<file path="src/rtl/rf_wb_arbiter.sv">
// Register-file write-back arbiter with a per-register pending-write scoreboard.
// Optional feature: define RF_WB_RR_EN for round-robin arbitration (default is fixed priority).
module rf_wb_arbiter #(
    parameter int NREQ = 3,
    parameter int AW   = 5,
    parameter int DW   = 32
) (
    input  logic               clk,
    input  logic               rst,
    input  logic [NREQ-1:0]    req_valid,
    input  logic [NREQ*AW-1:0] req_addr,
    input  logic [NREQ*DW-1:0] req_data,
    output logic [NREQ-1:0]    req_ready,
    output logic               rw_en,
    output logic [AW-1:0]      rw_addr,
    output logic [DW-1:0]      rw_data,
    input  logic               iss_en,
    input  logic [AW-1:0]      iss_addr,
    output logic               iss_ready,
    input  logic [AW-1:0]      q1_addr,
    input  logic [AW-1:0]      q2_addr,
    output logic               q1_busy,
    output logic               q2_busy,
    output logic               wb_err
);

    localparam int PW = $clog2(NREQ);
    localparam int NR = 1 << AW;

    logic [PW-1:0] gnt_idx;
    logic          gnt_any;
    logic [AW-1:0] sel_addr;
    logic [DW-1:0] sel_data;
    int unsigned   idx;

`ifdef RF_WB_RR_EN
    logic [PW-1:0] rr_ptr;

    // Search starts at the pointer and wraps; first valid requester wins.
    always_comb begin
        gnt_idx = '0;
        gnt_any = 1'b0;
        idx     = 0;
        for (int unsigned k = 0; k < NREQ; k++) begin
            idx = (32'(rr_ptr) + k) % NREQ;
            if (!gnt_any && req_valid[idx]) begin
                gnt_any = 1'b1;
                gnt_idx = idx[PW-1:0];
            end
        end
    end

    always_ff @(posedge clk) begin
        if (rst) begin
            rr_ptr <= '0;
        end else if (gnt_any) begin
            rr_ptr <= (gnt_idx == PW'(NREQ - 1)) ? '0 : gnt_idx + 1'b1;
        end
    end
`else
    always_comb begin
        gnt_idx = '0;
        gnt_any = 1'b0;
        idx     = 0;
        for (int unsigned k = 0; k < NREQ; k++) begin
            idx = k;
            if (!gnt_any && req_valid[idx]) begin
                gnt_any = 1'b1;
                gnt_idx = idx[PW-1:0];
            end
        end
    end
`endif

    always_comb begin
        req_ready = '0;
        if (gnt_any) begin
            req_ready[gnt_idx] = 1'b1;
        end
        sel_addr = req_addr[gnt_idx*AW +: AW];
        sel_data = req_data[gnt_idx*DW +: DW];
    end

    // Address 0 is accepted but never written; address/data hold when idle.
    always_ff @(posedge clk) begin
        if (rst) begin
            rw_en   <= 1'b0;
            rw_addr <= '0;
            rw_data <= '0;
        end else if (gnt_any) begin
            rw_en   <= (sel_addr != '0);
            rw_addr <= sel_addr;
            rw_data <= sel_data;
        end else begin
            rw_en   <= 1'b0;
        end
    end

    logic [1:0]    cnt [NR];
    logic [NR-1:0] inc_vec;
    logic [NR-1:0] dec_vec;
    logic          iss_fire;
    logic          dec_fire;

    assign iss_ready = (iss_addr == '0) || (cnt[iss_addr] != 2'd3);
    assign q1_busy   = (cnt[q1_addr] != 2'd0);
    assign q2_busy   = (cnt[q2_addr] != 2'd0);
    assign iss_fire  = iss_en && iss_ready && (iss_addr != '0);
    assign dec_fire  = rw_en && (rw_addr != '0);

    always_comb begin
        inc_vec = '0;
        dec_vec = '0;
        for (int unsigned r = 1; r < NR; r++) begin
            inc_vec[r] = iss_fire && (iss_addr == AW'(r));
            dec_vec[r] = dec_fire && (rw_addr == AW'(r));
        end
    end

    always_ff @(posedge clk) begin
        if (rst) begin
            for (int unsigned r = 0; r < NR; r++) begin
                cnt[r] <= '0;
            end
            wb_err <= 1'b0;
        end else begin
            cnt[0] <= '0;
            for (int unsigned r = 1; r < NR; r++) begin
                if (inc_vec[r] && !dec_vec[r]) begin
                    cnt[r] <= cnt[r] + 2'd1;
                end else if (dec_vec[r] && !inc_vec[r] && (cnt[r] != 2'd0)) begin
                    cnt[r] <= cnt[r] - 2'd1;
                end
            end
            // Underflow on a write-back with no matching issue is sticky.
            if (dec_fire && (cnt[rw_addr] == 2'd0)) begin
                wb_err <= 1'b1;
            end
        end
    end

endmodule

</file>
<file path="config.mk">
export PLATFORM = sky130hd
export DESIGN_NAME = rf_wb_arbiter
export DESIGN_NICKNAME = d
export VERILOG_FILES = /design/src/rtl/rf_wb_arbiter.sv
export SDC_FILE = /design/constraint.sdc
export NUM_CORES = 1
export LEC_CHECK = 0
export BUFFER_PORTS_ARGS = -buffer_cell sky130_fd_sc_hd__buf_4
export CAP_MARGIN = 20
export CORE_UTILIZATION = 56
export CTS_BUF_LIST = sky130_fd_sc_hd__clkbuf_16
export CTS_CLUSTER_DIAMETER = 120
export CTS_CLUSTER_SIZE = 25
export DETAILED_ROUTE_END_ITERATION = 12
export HOLD_SLACK_MARGIN = 0.15
export PLACE_DENSITY_LB_ADDON = 0.12
export REMOVE_ABC_BUFFERS = 1
export SLEW_MARGIN = 15
export SYNTH_ARGS = -nofsm -noshare
export SYNTH_HDL_FRONTEND = slang
export SYNTH_SLANG_ARGS = --single-unit
</file>
<file path="constraint.sdc">
create_clock -name clk -period 2.9 [get_ports clk]
set_input_delay 0.145 -clock clk [delete_from_list [all_inputs] [get_ports clk]]
set_output_delay 0.145 -clock clk [all_outputs]
set_load 0.01 [all_outputs]
</file>
==> results.yml <==
status:
  status: "complete, no violations"
critical_path:
  crit_type: "reg2out"
  critPathSlowestCell: "mux4_1"
  crit_path_cell_trace: "mux4_1, o2111a_1, o21a_1, a31oi_1, buf_4"
  critPathTopFamily: "compound AO/OA/AOI/OAI gates"
  rrSetupSlack_ps: 230
  critPathRequiredTime_ps: 2760
  crit_path_end_kind: "primary output"
  path_max_fanout: 18
  crit_buf_inv: 1
  slowest_delay_ps: 560
  worstSetupStartpointType: "flop"
  cp.arrival_ps: 2610
synthesis:
  netlist_instances: 955
  ys_top_cells_by_count: "198 x nor2_1, 95 x a21oi_1, 80 x nand2_1"
  syn-cell-area_sq_mm: 0.008180
  netlist.area_leader.share_pct: 22.76
  yosys_warnings: 0
  synthTopCellsByArea: "edfxtp_1 23%, dfxtp_1 11%, nor2_1 9.1%"
  post-synth-top-count-cell: "nor2_1"
  synth.avg_cell_area_sq_um: 8.566
  synthFlopType: "edfxtp_1"
  async_flop_share_pct: 0
  ys_ff_latch: 106
  synthDistinctLibCells: 69
  yosysSeqAreaShare_pct: 33.53
  yosysTopAreaCell: "edfxtp_1"
  synth_edf_count: 62
detailed_routing:
  drcViolationCount: 0
  drt_first_pass_iters: 5
  route.antenna.remaining_nets: 0
  dr_total_vias: 8961
  first_iter_violations: 1350
  viasPerCell: 6.687
  wirelength_um: 28420
  wire_per_inst_um: 21.21
sta:
  slew_viol_final: 0
  maxSlewHeadroom_pct: 48.35
  whs_ps: 153.1
  hold_viol: 0
  clock.fmax_mhz: 362.5
  post-route-min-period_ps: 2759
  period_share_pct: 95.13
  fin_tns_setup_ps: 0
  fin_skew_ps: 11.28
  rsz0062_at_grt: "false"
  setup_violations: 0
  tightest_slew_ps: 767.7
clocking:
  hold_buffers: 58
  clock_latency_ps: 370
  root_buffer: "clkbuf_16"
  ctsLongestPathBuffers: 2
  cts_sinks: 106
  tritoncts: "yes"
  cts_setup_buffers: 0
  cts-buffers-inserted: 9
  path_clk_slew_ps: 80
  htree_levels: 3
  ctsResizeCount: 0
flow_run:
  maxCapViolations: 0
grt:
  antenna_found_initial: 1
  grtUsageTotal_pct: 38.60
  grt_max_degree: 67
  grt_pass1_wl_um: 43980
  grt_pass1_vias: 8391
  grt.overflow.total: 0
finish:
  post-route-util_pct: 74.46
  fin_nets: 1288
  area.growth.synth_to_final_pct: 27.82
  instances_no_fill: 1340
  drive_above_1_share_pct: 22.50
  n_antenna_cell: 0
  fin_area_sq_mm: 0.01046
floorplanning:
  die_y_um: 122.9
  core_sq_mm: 0.01404
  die_w_um: 122.9
  start_util_pct: 58.26
  pin_count: 177
  dieArea_sq_mm: 0.01509
  num_rows: 43
power:
  cellLeakagePower_nw: 4.137
  peakVddDrop_mv: 0.2919
  cellPowerDensity_mw_per_mm2: 401.3
place:
  port_buffers: 176
  dp_hpwl_um: 20130
  postPlaceCellArea_sq_mm: 0.009589
  numPlacedInstances: 1266
  gp_congestion: 1.043
min_path:
  hold_class: "in2reg"
[worst reg2reg max path, cell delays in order, from the launching register on]
cell and delay, ps:
edfxtp_1 490, mux4_1 560, o22a_1 230, a21boi_2 190, a21oi_4 250, buf_12 230, a211oi_1 110, a41oi_1 290
[cells in the final DEF (no fill, tap or decap), drive strengths merged, types with 10 or more instances in the layout]
master       Yosys  routed
buf             26     202
nor2           198     198
a21oi           96      96
nand2           80      80
mux2i           62      62
edfxtp          62      62
dlygate4sd3      0      58
dfxtp           44      44
nand3           42      42
mux4            38      38
o21ai           26      26
nor3            24      24
a31oi           16      16
inv              9      13
nand4           12      12
a211oi          12      12
nor2b           11      11
xor2            10      10
[worst paths after layout]
path / startpoint / end / cells past startpoint
hold reg to reg: wb_err / wb_err / 2
setup / recovery: cnt[21][0] / iss_ready / 5
hold / removal: req_data[36] / rw_data[4] / 5
setup reg to reg: cnt[9][1] / cnt[12][0] / 7
[layout make-up]
cell class	count	area, sq um
Multi-Input combinational cell	769	5059
Timing Repair Buffer	260	2110
Inverter	9	33.78
Fill cell	1038	3586
Clock inverter	7	61.31
Tap cell	180	225.2
Sequential cell	106	2743
Clock buffer	9	225.2
[where the power goes]
| part | total, mW | switching, mW | internal, mW |
|---|---|---|---|
| registers | 1.82 | 0.122 | 1.69 |
| logic | 1.13 | 0.585 | 0.548 |
| clock network | 1.25 | 0.645 | 0.602 |
| total | 4.20 | 1.35 | 2.84 |
[metrics by stage]
stage | setup slack, ps | total power, mW
global placement | 285.9 | 2.827
global route | 84.80 | 4.317
floorplan | 154.0 | 2.336
CTS | 214.0 | 4.136
detailed placement | 237.5 | 2.846
finish | 141.2 | 4.196
[registers in the layout (all words and copies together), names as in the netlist, named ones only]
register and count:
cnt 62, rw_data 32, rw_addr 5, rw_en 1, wb_err 1
[logic make-up after synthesis]
group                      Yosys count  synth area share, %
adders and majority gates            1               0.1529
buffers and inverters               80                4.634
muxes                              101                18.55
and+or+nand+nor                    423                23.23
DFF                                106                33.53
AOI/OAI and AO/OA                  232                18.61
xor gates and xnor gates            12                1.285
[metal layers]
| metal | share of wire [%] | wire [um] | vias up | GRT usage [%] |
|---|---|---|---|---|
| met1 | 36 | 10230 | 4182 | 48.87 |
| li1 | - | - | 3991 | - |
| met4 | 4.7 | 1334 | 0 | 18.75 |
| met3 | 14 | 3893 | 117 | 10.50 |
| met5 | 0 | 0 | - | 0 |
| met2 | 46 | 12960 | 671 | 60.78 |
Note: power is estimated with default switching activity, not from simulation.
